--- config.mk ---
export PLATFORM = sky130hd
export DESIGN_NAME = par_serial_tx_flat
export DESIGN_NICKNAME = d
export VERILOG_FILES = /design/src/rtl/pcie_phy_pkg.sv /design/src/rtl/par_serial_tx_if.sv /design/src/rtl/sync_fifo.sv /design/src/rtl/par_serial_tx.sv /design/src/flat_wrapper.sv
export SDC_FILE = /design/constraint.sdc
export NUM_CORES = 1
export LEC_CHECK = 0
export ABC_AREA = 1
export CAP_MARGIN = 5
export CORE_ASPECT_RATIO = 0.75
export CORE_MARGIN = 2
export CORE_UTILIZATION = 25
export CTS_CLUSTER_DIAMETER = 50
export DETAILED_ROUTE_END_ITERATION = 6
export SLEW_MARGIN = 20
export SYNTH_ARGS = -nofsm -noshare
export SYNTH_HDL_FRONTEND = slang
export SYNTH_SLANG_ARGS = --single-unit
--- constraint.sdc ---
create_clock -name clk -period 4 [get_ports clk]
set_input_delay 0.4 -clock clk [delete_from_list [all_inputs] [get_ports clk]]
set_output_delay 0.4 -clock clk [all_outputs]
set_load 0.01 [all_outputs]
--- src/rtl/pcie_phy_pkg.sv ---
// rtl/pcie_phy_pkg.sv - shared constants and state encoding for the serial transmitter
// Contents:
//   SYM_W   : symbol width in bits
//   COM     : idle/training symbol
//   state_t : transmitter state encoding (TRAIN, ACTIVE)
package pcie_phy_pkg;

  localparam int SYM_W = 8;

  localparam logic [SYM_W-1:0] COM = 8'hBC;

  typedef enum logic {
    TRAIN  = 1'b0,
    ACTIVE = 1'b1
  } state_t;

endpackage

--- src/rtl/par_serial_tx_if.sv ---
// rtl/par_serial_tx_if.sv - byte input and serial output bundle of par_serial_tx
// Signals:
//   data_in, valid_in        : byte stream from the lane mux
//   data_serial, sym_start   : serial bit and first-bit marker
//   sym_is_data, active      : symbol source and training-done status
//   fifo_full, fifo_empty    : buffer occupancy flags
//   overflow                 : sticky dropped-byte flag
// Modports: master drives the byte stream, slave is the transmitter.
interface par_serial_tx_if;
  import pcie_phy_pkg::*;

  logic [SYM_W-1:0] data_in;
  logic             valid_in;
  logic             data_serial;
  logic             sym_start;
  logic             sym_is_data;
  logic             active;
  logic             fifo_full;
  logic             fifo_empty;
  logic             overflow;

  modport master (
    output data_in, valid_in,
    input  data_serial, sym_start, sym_is_data, active, fifo_full, fifo_empty, overflow
  );

  modport slave (
    input  data_in, valid_in,
    output data_serial, sym_start, sym_is_data, active, fifo_full, fifo_empty, overflow
  );

endinterface

--- src/rtl/sync_fifo.sv ---
// rtl/sync_fifo.sv - single-clock FIFO with show-ahead head and push-while-full-with-pop
// Ports:
//   clk, reset_L         : clock, asynchronous active-low reset
//   push, push_data      : write request and data
//   pop, pop_data        : read request and current head (valid when !empty)
//   full, empty          : occupancy flags derived from the entry counter
module sync_fifo #(
  parameter int WIDTH = 8,
  parameter int DEPTH = 4
) (
  input  logic             clk,
  input  logic             reset_L,
  input  logic             push,
  input  logic [WIDTH-1:0] push_data,
  input  logic             pop,
  output logic [WIDTH-1:0] pop_data,
  output logic             full,
  output logic             empty
);

  localparam int AW = $clog2(DEPTH);

  logic [WIDTH-1:0] mem [DEPTH];
  logic [AW-1:0]    wr_ptr;
  logic [AW-1:0]    rd_ptr;
  logic [AW:0]      count;
  logic             do_push;
  logic             do_pop;

  // A pop needs data present before the edge; a push into a full FIFO is
  // only legal when a pop frees a slot on the same edge.
  assign do_pop  = pop && !empty;
  assign do_push = push && (!full || do_pop);

  assign full     = (count == (AW+1)'(DEPTH));
  assign empty    = (count == '0);
  assign pop_data = mem[rd_ptr];

  always_ff @(posedge clk) begin
    if (do_push) begin
      mem[wr_ptr] <= push_data;
    end
  end

  // Pointers wrap naturally because DEPTH is a power of two.
  always_ff @(posedge clk or negedge reset_L) begin
    if (!reset_L) begin
      wr_ptr <= '0;
      rd_ptr <= '0;
      count  <= '0;
    end else begin
      if (do_push) wr_ptr <= wr_ptr + 1'b1;
      if (do_pop)  rd_ptr <= rd_ptr + 1'b1;
      if (do_push && !do_pop)      count <= count + 1'b1;
      else if (do_pop && !do_push) count <= count - 1'b1;
    end
  end

endmodule

--- src/rtl/par_serial_tx.sv ---
// rtl/par_serial_tx.sv - byte FIFO plus MSB-first serializer with COM training and idle fill
// Ports:
//   clk      : clock, rising edge
//   reset_L  : asynchronous active-low reset
//   bus      : par_serial_tx_if.slave (byte input, serial output, status flags)
module par_serial_tx #(
  parameter int FIFO_DEPTH = 4,
  parameter logic [pcie_phy_pkg::SYM_W-1:0] COM = pcie_phy_pkg::COM,
  parameter int TRAIN_SYMS = 4
) (
  input  logic          clk,
  input  logic          reset_L,
  par_serial_tx_if.slave bus
);
  import pcie_phy_pkg::*;

  localparam int TCW = $clog2(TRAIN_SYMS + 1);

  state_t           state;
  state_t           state_nx;
  logic [2:0]       bit_cnt;
  logic [SYM_W-1:0] shreg;
  logic [TCW-1:0]   train_cnt;
  logic             sym_is_data;
  logic             overflow;

  logic             boundary;
  logic             take_fifo;
  logic             train_inc;
  logic             fifo_push;
  logic [SYM_W-1:0] fifo_head;
  logic             fifo_full;
  logic             fifo_empty;

  assign boundary = (bit_cnt == 3'd7);

  always_ff @(posedge clk or negedge reset_L) begin
    if (!reset_L) state <= TRAIN;
    else          state <= state_nx;
  end

  // The boundary that finds TRAIN_SYMS COMs already loaded switches to
  // ACTIVE and already picks its symbol the ACTIVE way, so buffered bytes
  // follow the last training COM with no gap.
  always_comb begin
    state_nx  = state;
    take_fifo = 1'b0;
    train_inc = 1'b0;
    if (boundary) begin
      unique case (state)
        TRAIN: begin
          if (train_cnt == TCW'(TRAIN_SYMS)) begin
            state_nx  = ACTIVE;
            take_fifo = !fifo_empty;
          end else begin
            train_inc = 1'b1;
          end
        end
        ACTIVE: take_fifo = !fifo_empty;
        default: state_nx = TRAIN;
      endcase
    end
  end

  // No back-pressure toward the mux: a byte is taken if there is room or a
  // pop frees a slot on this edge, otherwise it is dropped and flagged.
  assign fifo_push = bus.valid_in && (!fifo_full || take_fifo);

  always_ff @(posedge clk or negedge reset_L) begin
    if (!reset_L) begin
      bit_cnt     <= 3'd7;
      shreg       <= '0;
      train_cnt   <= '0;
      sym_is_data <= 1'b0;
      overflow    <= 1'b0;
    end else begin
      if (boundary) begin
        bit_cnt     <= 3'd0;
        shreg       <= take_fifo ? fifo_head : COM;
        sym_is_data <= take_fifo;
        if (train_inc) train_cnt <= train_cnt + 1'b1;
      end else begin
        bit_cnt <= bit_cnt + 3'd1;
        shreg   <= {shreg[SYM_W-2:0], 1'b0};
      end
      if (bus.valid_in && fifo_full && !take_fifo) overflow <= 1'b1;
    end
  end

  sync_fifo #(
    .WIDTH (SYM_W),
    .DEPTH (FIFO_DEPTH)
  ) u_fifo (
    .clk       (clk),
    .reset_L   (reset_L),
    .push      (fifo_push),
    .push_data (bus.data_in),
    .pop       (take_fifo),
    .pop_data  (fifo_head),
    .full      (fifo_full),
    .empty     (fifo_empty)
  );

  assign bus.data_serial = shreg[SYM_W-1];
  assign bus.sym_start   = (bit_cnt == 3'd0);
  assign bus.sym_is_data = sym_is_data;
  assign bus.active      = (state == ACTIVE);
  assign bus.fifo_full   = fifo_full;
  assign bus.fifo_empty  = fifo_empty;
  assign bus.overflow    = overflow;

endmodule

--- src/flat_wrapper.sv ---
// flat-port wrapper written by rule: the top's interface ports become plain ports
module par_serial_tx_flat import pcie_phy_pkg::*;
#(
  parameter int FIFO_DEPTH = 4,
  parameter logic [pcie_phy_pkg::SYM_W-1:0] COM = pcie_phy_pkg::COM,
  parameter int TRAIN_SYMS = 4
)
  (clk, reset_L, bus_data_in, bus_valid_in, bus_data_serial, bus_sym_start, bus_sym_is_data, bus_active, bus_fifo_full, bus_fifo_empty, bus_overflow);
  par_serial_tx_if bus_i ();
  input  logic clk;
  input  logic reset_L;
  input wire logic [$bits(bus_i.data_in)-1:0] bus_data_in;
  input wire logic [$bits(bus_i.valid_in)-1:0] bus_valid_in;
  output wire logic [$bits(bus_i.data_serial)-1:0] bus_data_serial;
  output wire logic [$bits(bus_i.sym_start)-1:0] bus_sym_start;
  output wire logic [$bits(bus_i.sym_is_data)-1:0] bus_sym_is_data;
  output wire logic [$bits(bus_i.active)-1:0] bus_active;
  output wire logic [$bits(bus_i.fifo_full)-1:0] bus_fifo_full;
  output wire logic [$bits(bus_i.fifo_empty)-1:0] bus_fifo_empty;
  output wire logic [$bits(bus_i.overflow)-1:0] bus_overflow;
  assign bus_i.data_in = bus_data_in;
  assign bus_i.valid_in = bus_valid_in;
  assign bus_data_serial = bus_i.data_serial;
  assign bus_sym_start = bus_i.sym_start;
  assign bus_sym_is_data = bus_i.sym_is_data;
  assign bus_active = bus_i.active;
  assign bus_fifo_full = bus_i.fifo_full;
  assign bus_fifo_empty = bus_i.fifo_empty;
  assign bus_overflow = bus_i.overflow;
  par_serial_tx #(.FIFO_DEPTH(FIFO_DEPTH), .COM(COM), .TRAIN_SYMS(TRAIN_SYMS)) u_core (.clk(clk), .reset_L(reset_L), .bus(bus_i));
endmodule
==> metrics.md, run 1 <==
| Metric | Value |
|---|---|
| Synthesis-stage register bit count | 56 |
| H-tree lvl count | 2 |
| Status | completed |
| Clock slew at reported path FFs | 0.07 ns |
| Clock sink total | 56 |
| Simple-gate share of the synthesized area | 18.8% |
| Clock Latency Late Sink | 0.29 ns |
| Setup crit start kind | register |
| Combinational Power Share | 25.8% |
| Synthesized Nets | 241 |
| N_diodes | 0 |
| Post-Synth Adder-Cell Area | 6.01% |
| First-pass GRT wire length | 7270 um |
| Largest net degree at the start of global routing | 25 |
| Crit-path max cell delay | 0.55 ns |
| Die area | 10,500 um2 |
| # DRC | 0 |
| All-Layer GR Usage | 9.02% |
| CP Buf/Inv Count | 3 |
| Min cycle time layout | 2.57 ns |
| WHS | 0.0885 ns |
| Largest family of logic cells by synthesized area | simple AND/OR/NAND/NOR gates |
| Final setup vio count | 0 |
| Slowest stage cell, crit path | dfstp_2 |
| Pleak | 0.00121 uW |
| Worst EP arrival | 2.79 ns |
| Total CTS buffers | 5 |
| Maximum VDD drop | 0.204 mV |
| CTS tree | built |
| Initial drt markers | 106 |
| CTS max path bufs | 2 |
| Area delta synth->final | 18.1% |
| HPWL Detailed | 2960 um |
| Multi-input logic area | 711 um2 |
| Overflow after GRT | 0 |
| Row Count | 31 |
| Total number of vias | 1,438 |
| # IOs | 18 |
| Internal | 1180 uW |
| Share of cells above drive strength 1 | 9.21% |
| Die Y | 89.1 um |
| DR pass1 iterations | 4 |
| Share of total power in sequential cells | 48.6% |
| Post-CTS Resized | 0 |
| Util after Layout | 29.9% |
| Worst EP required | 4.21 ns |
| Compound-gate portion of the synthesized area | 2.80% |
| Sum Neg Setup Slack | 0 ns |
| DP Worst Slack | 1.42 ns |
| Register area | 1570 um2 |
| Syn Std Cell Area | 2420 um2 |
| Worst Path Max Fanout | 12 |
| Vias per inst | 3.88 |
| Final #Nets | 260 |
| Clock Skews | 0.00628 ns |
| Final GP Congestion | 0.755 |
| Wire per inst | 11.5 um |
| Remaining antenna violation count | 0 |
| Setup bufs post-CTS | 0 |
| Synth unique cells | 25 |
| Commonest cells after routing, fill and taps aside | nand2_1 (56), edfxtp_1 (32), inv_1 (25), dfrtp_1 (21), nand3_1 (18) |
| Fin. max-slew vios | 0 |
| Max Cap Viol | 0 |
| FILL cells | 999 |
| Initial core utilization | 25.3% |
| Most common cell after layout, fill and taps aside | nand2_1 |
| Worst Tran Pin Value | 0.833 ns |
| Switching portion of total power | 32.0% |
| Post-CTS Hold Buffers | 0 |
| RSZ-0062 raised after global routing | false |
| Routed Wire Length | 4270 um |
| Vias in the first global route | 1,454 |
| Multiplexer area fraction after synthesis | 0% |
| Fmax | 0.388 GHz |
| Setup crit end kind | register |
| Fin. Hold Viols | 0 |
| Max-slew headroom | 44.3% |
| Total net switching power | 557 uW |
| PD cells | 610 nW/um2 |
| Core area | 9540 um2 |
| Period utilization | 64.4% |
| CTS root buffer | clkbuf_16 |
| Initial antenna violation count | 0 |
| Cell family with most CP delay | adder cells |
| Register area share after synthesis | 64.8% |
| Synth Instances | 219 |
| XOR/XNOR Fraction of Synth Area | 1.81% |
| Die X | 118 um |
| Cells along the critical path | ha_1 -> ha_1 -> nand2_2 -> nand2_2 -> nand2_4 -> inv_1 -> ha_1 -> inv_1 -> fa_1 -> inv_1 -> nand2_1 -> nand3_1 -> xor2_1 |
| Avg Cell Area, Syn | 11.0 um2 |
| Worst Slack Setup Final | 1.43 ns |
| Number of synthesis warnings | 0 |
| Input/output buffers | 17 |
| Clock share of power | 25.6% |
| Hold crit path type | input port to asynchronous set/reset pin |
| Crit path kind | register to register |
cell usage after synthesis:
master | count | area, um2
o21bai_1 | 1 | 7.51
buf_6 | 2 | 22.5
edfxtp_1 | 32 | 961
o21ai_0 | 4 | 20.0
o21ai_1 | 1 | 5.00
a21oi_1 | 7 | 35.0
nor2_4 | 2 | 22.5
inv_2 | 1 | 3.75
nand3_1 | 18 | 90.1
nand2_1 | 56 | 210
dfstp_2 | 3 | 78.8
or2_1 | 2 | 12.5
nand4_1 | 1 | 6.26
buf_4 | 2 | 15.0
fa_1 | 1 | 20.0
ha_1 | 10 | 125
nor2_2 | 1 | 6.26
dfrtp_1 | 21 | 526
inv_1 | 25 | 93.8
nand2_4 | 1 | 11.3
xor2_1 | 2 | 17.5
nor2_1 | 17 | 63.8
buf_2 | 1 | 5.00
nand2_2 | 5 | 31.3
xnor2_1 | 3 | 26.3
worst paths after layout:
check | startpoint | to | slack [ns] | cells past startpoint
max | u_core.bit_cnt[0] | u_core.u_fifo.count[2] | 1.43 | 13
min reg2reg | u_core.shreg[0] | u_core.shreg[1] | 0.47 | 2
min | reset_L | u_core.bus.active | 0.09 | 1
min in group clk | u_core.shreg[0] | u_core.shreg[1] | 0.47 | 2
max reg2reg | u_core.bit_cnt[0] | u_core.u_fifo.count[2] | 1.43 | 13
max in group asynchronous | reset_L | u_core.bit_cnt[0] | 3.53 | 1
metal layers:
metal / routed length (um) / track usage [%]
met2: 1890 / 14.5
met5: 0 / 0
met3: 221 / 2.93
met1: 2110 / 11.8
met4: 48 / 2.63
per-stage QoR:
stage / instances / instance area (um2) / power [uW]
2_1_floorplan: 219 / 2420 / 1170
3_3_place_gp: 363 / 2710 / 1310
3_5_place_dp: 363 / 2710 / 1320
4_1_cts: 371 / 2860 / 1770
5_1_grt: 371 / 2850 / 1870
6_report: 371 / 2850 / 1740
logic make-up (layout without fill, tap and decap cells):
| kind of cell | count (synthesis) | count (layout) |
|---|---|---|
| and+or+nand+nor | 103 | 103 |
| DFF | 56 | 56 |
| buffers and inverters | 31 | 51 |
| AOI/OAI and AO/OA | 13 | 13 |
| adders and majority gates | 11 | 11 |
| xor gates and xnor gates | 5 | 5 |
final cells by class:
cell class                 instances  share of cell area (%)
sequential                        56                    54.8
multi-input combinational        132                    24.9
timing repair buffer              17                    5.79
tap                              132                    5.79
clock buffer                       7                    5.04
inverter                          26                    3.42
clock inverter                     1                   0.219
flip-flops by register name (all words and copies together) (netlist names):
signal                  cells
u_core.u_fifo.mem          32
u_core.shreg                8
u_core.bit_cnt              3
u_core.train_cnt            3
u_core.u_fifo.count         3
u_core.u_fifo.rd_ptr        2
u_core.u_fifo.wr_ptr        2
u_core.bus.active           1
u_core.bus.overflow         1
u_core.bus.sym_is_data      1
power groups by stage:
stage	combinational (uW)	sequential (uW)	clock (uW)
detailed placement	460	860	0
finish	450	846	445
global placement	451	856	0
CTS	463	849	455
global route	518	867	483
floorplan	356	816	0
No activity file was read; power rests on OpenSTA's default activity.
==> run 2: changes to the inputs <==
==> constraint.sdc (replaced) <==
create_clock -name clk -period 2.21 [get_ports clk]
set_input_delay 0.221 -clock clk [delete_from_list [all_inputs] [get_ports clk]]
set_output_delay 0.221 -clock clk [all_outputs]
set_load 0.01 [all_outputs]
==> metrics.md, run 2 (synthesis results as in run 1) <==
| Metric | Value |
|---|---|
| Clock sink total | 56 |
| Slowest stage cell, crit path | dfstp_2 |
| Share of cells above drive strength 1 | 16.7% |
| Core area | 9540 um2 |
| N_diodes | 0 |
| Worst EP required | 2.39 ns |
| CP most frequent cell | ha_4 |
| Clock Latency Late Sink | 0.29 ns |
| Worst r2r path cells | 12 |
| Vias in the first global route | 1,489 |
| Initial antenna violation count | 0 |
| Cell family with most CP delay | adder cells |
| Internal | 2170 uW |
| Initial core utilization | 25.3% |
| Biggest regs | u_core.u_fifo.mem x32, u_core.shreg x8 |
| Max Cap Viol | 0 |
| Overflow after GRT | 0 |
| Initial drt markers | 69 |
| Period utilization | 93.7% |
| Largest net degree at the start of global routing | 25 |
| Clock Skews | 0.00590 ns |
| CP Buf/Inv Count | 2 |
| Cells along the critical path | ha_4 -> ha_4 -> nand2_2 -> nand2_2 -> nand2_4 -> inv_2 -> ha_4 -> inv_2 -> fa_2 -> nand2_1 -> nand3_1 -> xor2_1 |
| Total CTS buffers | 5 |
| # DRC | 0 |
| Clock slew at reported path FFs | 0.07 ns |
| Crit Reg-Reg Startpoint | u_core.bit_cnt[0] |
| PD cells | 1060 nW/um2 |
| Maximum VDD drop | 0.317 mV |
| # IOs | 18 |
| Post-CTS Hold Buffers | 0 |
| Input/output buffers | 17 |
| H-tree lvl count | 2 |
| DR pass1 iterations | 4 |
| Total net switching power | 1020 uW |
| Max-slew headroom | 74.4% |
| Routed Wire Length | 4160 um |
| Die X | 118 um |
| Share of total power in sequential cells | 46.9% |
| Pleak | 0.00126 uW |
| Hold crit path type | input port to asynchronous set/reset pin |
| All-Layer GR Usage | 8.48% |
| Row Count | 31 |
| Commonest cells after routing, fill and taps aside | nand2_1 (56), edfxtp_1 (32), inv_1 (22), dfrtp_1 (21) |
| Fmax | 0.483 GHz |
| Min cycle time layout | 2.07 ns |
| Crit path kind | register to register |
| Remaining antenna violation count | 0 |
| Worst Tran Pin Value | 0.385 ns |
| R2r setup slk | 0.14 ns |
| Worst EP arrival | 2.25 ns |
| HPWL Detailed | 2910 um |
| Sum Neg Setup Slack | 0 ns |
| Switching portion of total power | 32.0% |
| Total number of vias | 1,503 |
| RSZ-0062 raised after global routing | false |
| Final GP Congestion | 0.685 |
| Most common cell after layout, fill and taps aside | nand2_1 |
| First-pass GRT wire length | 6890 um |
| WHS | 0.282 ns |
| Combinational Power Share | 28.7% |
| Largest reg by FF count | u_core.u_fifo.mem |
| FF-to-FF End | u_core.u_fifo.count[2] |
| CTS max path bufs | 2 |
| Vias per inst | 3.91 |
| FILL cells | 982 |
| Setup crit start kind | register |
| Fin. max-slew vios | 0 |
| Wire per inst | 10.8 um |
| Max FFs per register | 32 |
| Worst Path Max Fanout | 3 |
| Fin. Hold Viols | 0 |
| Crit-path max cell delay | 0.56 ns |
| Die area | 10,500 um2 |
| Final #Nets | 273 |
| Final setup vio count | 0 |
| Clock share of power | 24.4% |
| Status | completed |
| CTS root buffer | clkbuf_16 |
| Die Y | 89.1 um |
| CTS tree | built |
| Setup crit end kind | register |
| Area delta synth->final | 24.1% |
[run 2: how the worst max path moves through the flow]
stage / from / end / slack (ns) / cells after the start
finish: u_core.bit_cnt[0] / u_core.u_fifo.count[2] / 0.14 / 12
global route: u_core.bit_cnt[0] / u_core.u_fifo.count[2] / 0.002 / 13
CTS: u_core.bit_cnt[0] / u_core.u_fifo.count[2] / 0.02 / 12
detailed placement: u_core.bit_cnt[0] / u_core.u_fifo.count[2] / 0.03 / 12
global placement: u_core.bit_cnt[0] / u_core.u_fifo.count[2] / 0.11 / 12
floorplan: u_core.bit_cnt[0] / u_core.u_fifo.count[2] / 0.09 / 12
[run 2: per-layer routing]
layer  part of all wire, %  vias up  GRT usage [%]
met1                    49      710           10.9
met4                  0.50        0           3.29
met5                     0        -              0
met2                    47       23           13.2
met3                   4.2        4           3.13
li1                      -      766              -
[run 2: layout make-up]
class                      count  area (um2)  share of cell area, %
multi-input combinational    132         756                   25.2
sequential                    56        1570                   52.2
clock inverter                 3        22.5                  0.751
clock buffer                   5         125                   4.17
tap                          132         165                   5.51
inverter                      26        97.6                   3.25
timing repair buffer          30         268                   8.93
[run 2: repair_timing]
| action | 4_1_cts | 5_1_grt |
|---|---|---|
| endpoints found under the setup margin | 0 | 2 |
| resized for setup | 0 | 11 |
| buffers inserted | 0 | 3 |
[run 2: worst reg2reg max path, cell delays in order, from the launching register on]
cell	delay, ns
dfstp_2	0.56
ha_4	0.14
ha_4	0.13
nand2_2	0.08
nand2_2	0.11
nand2_4	0.05
inv_2	0.07
ha_4	0.14
inv_2	0.04
fa_2	0.35
nand2_1	0.07
nand3_1	0.07
xor2_1	0.14
[run 2: power groups by stage]
stage	clock, uW	combinational [uW]	sequential, uW
after floorplan	0	644	1480
after global routing	836	1060	1530
after CTS	793	913	1500
after global placement	0	896	1520
after detailed placement	0	909	1520
final	777	915	1500
[run 2: per-stage QoR]
stage | total power [uW] | worst slack, ns | cell area (um2) | cells | util (%)
global placement | 2410 | 0.114 | 2780 | 373 | 29.2
global route | 3420 | 0.00180 | 3000 | 384 | 31.4
CTS | 3210 | 0.0170 | 2930 | 381 | 30.7
finish | 3190 | 0.139 | 3000 | 384 | 31.4
floorplan | 2120 | 0.0900 | 2420 | 219 | -
detailed placement | 2430 | 0.0324 | 2780 | 373 | 29.2
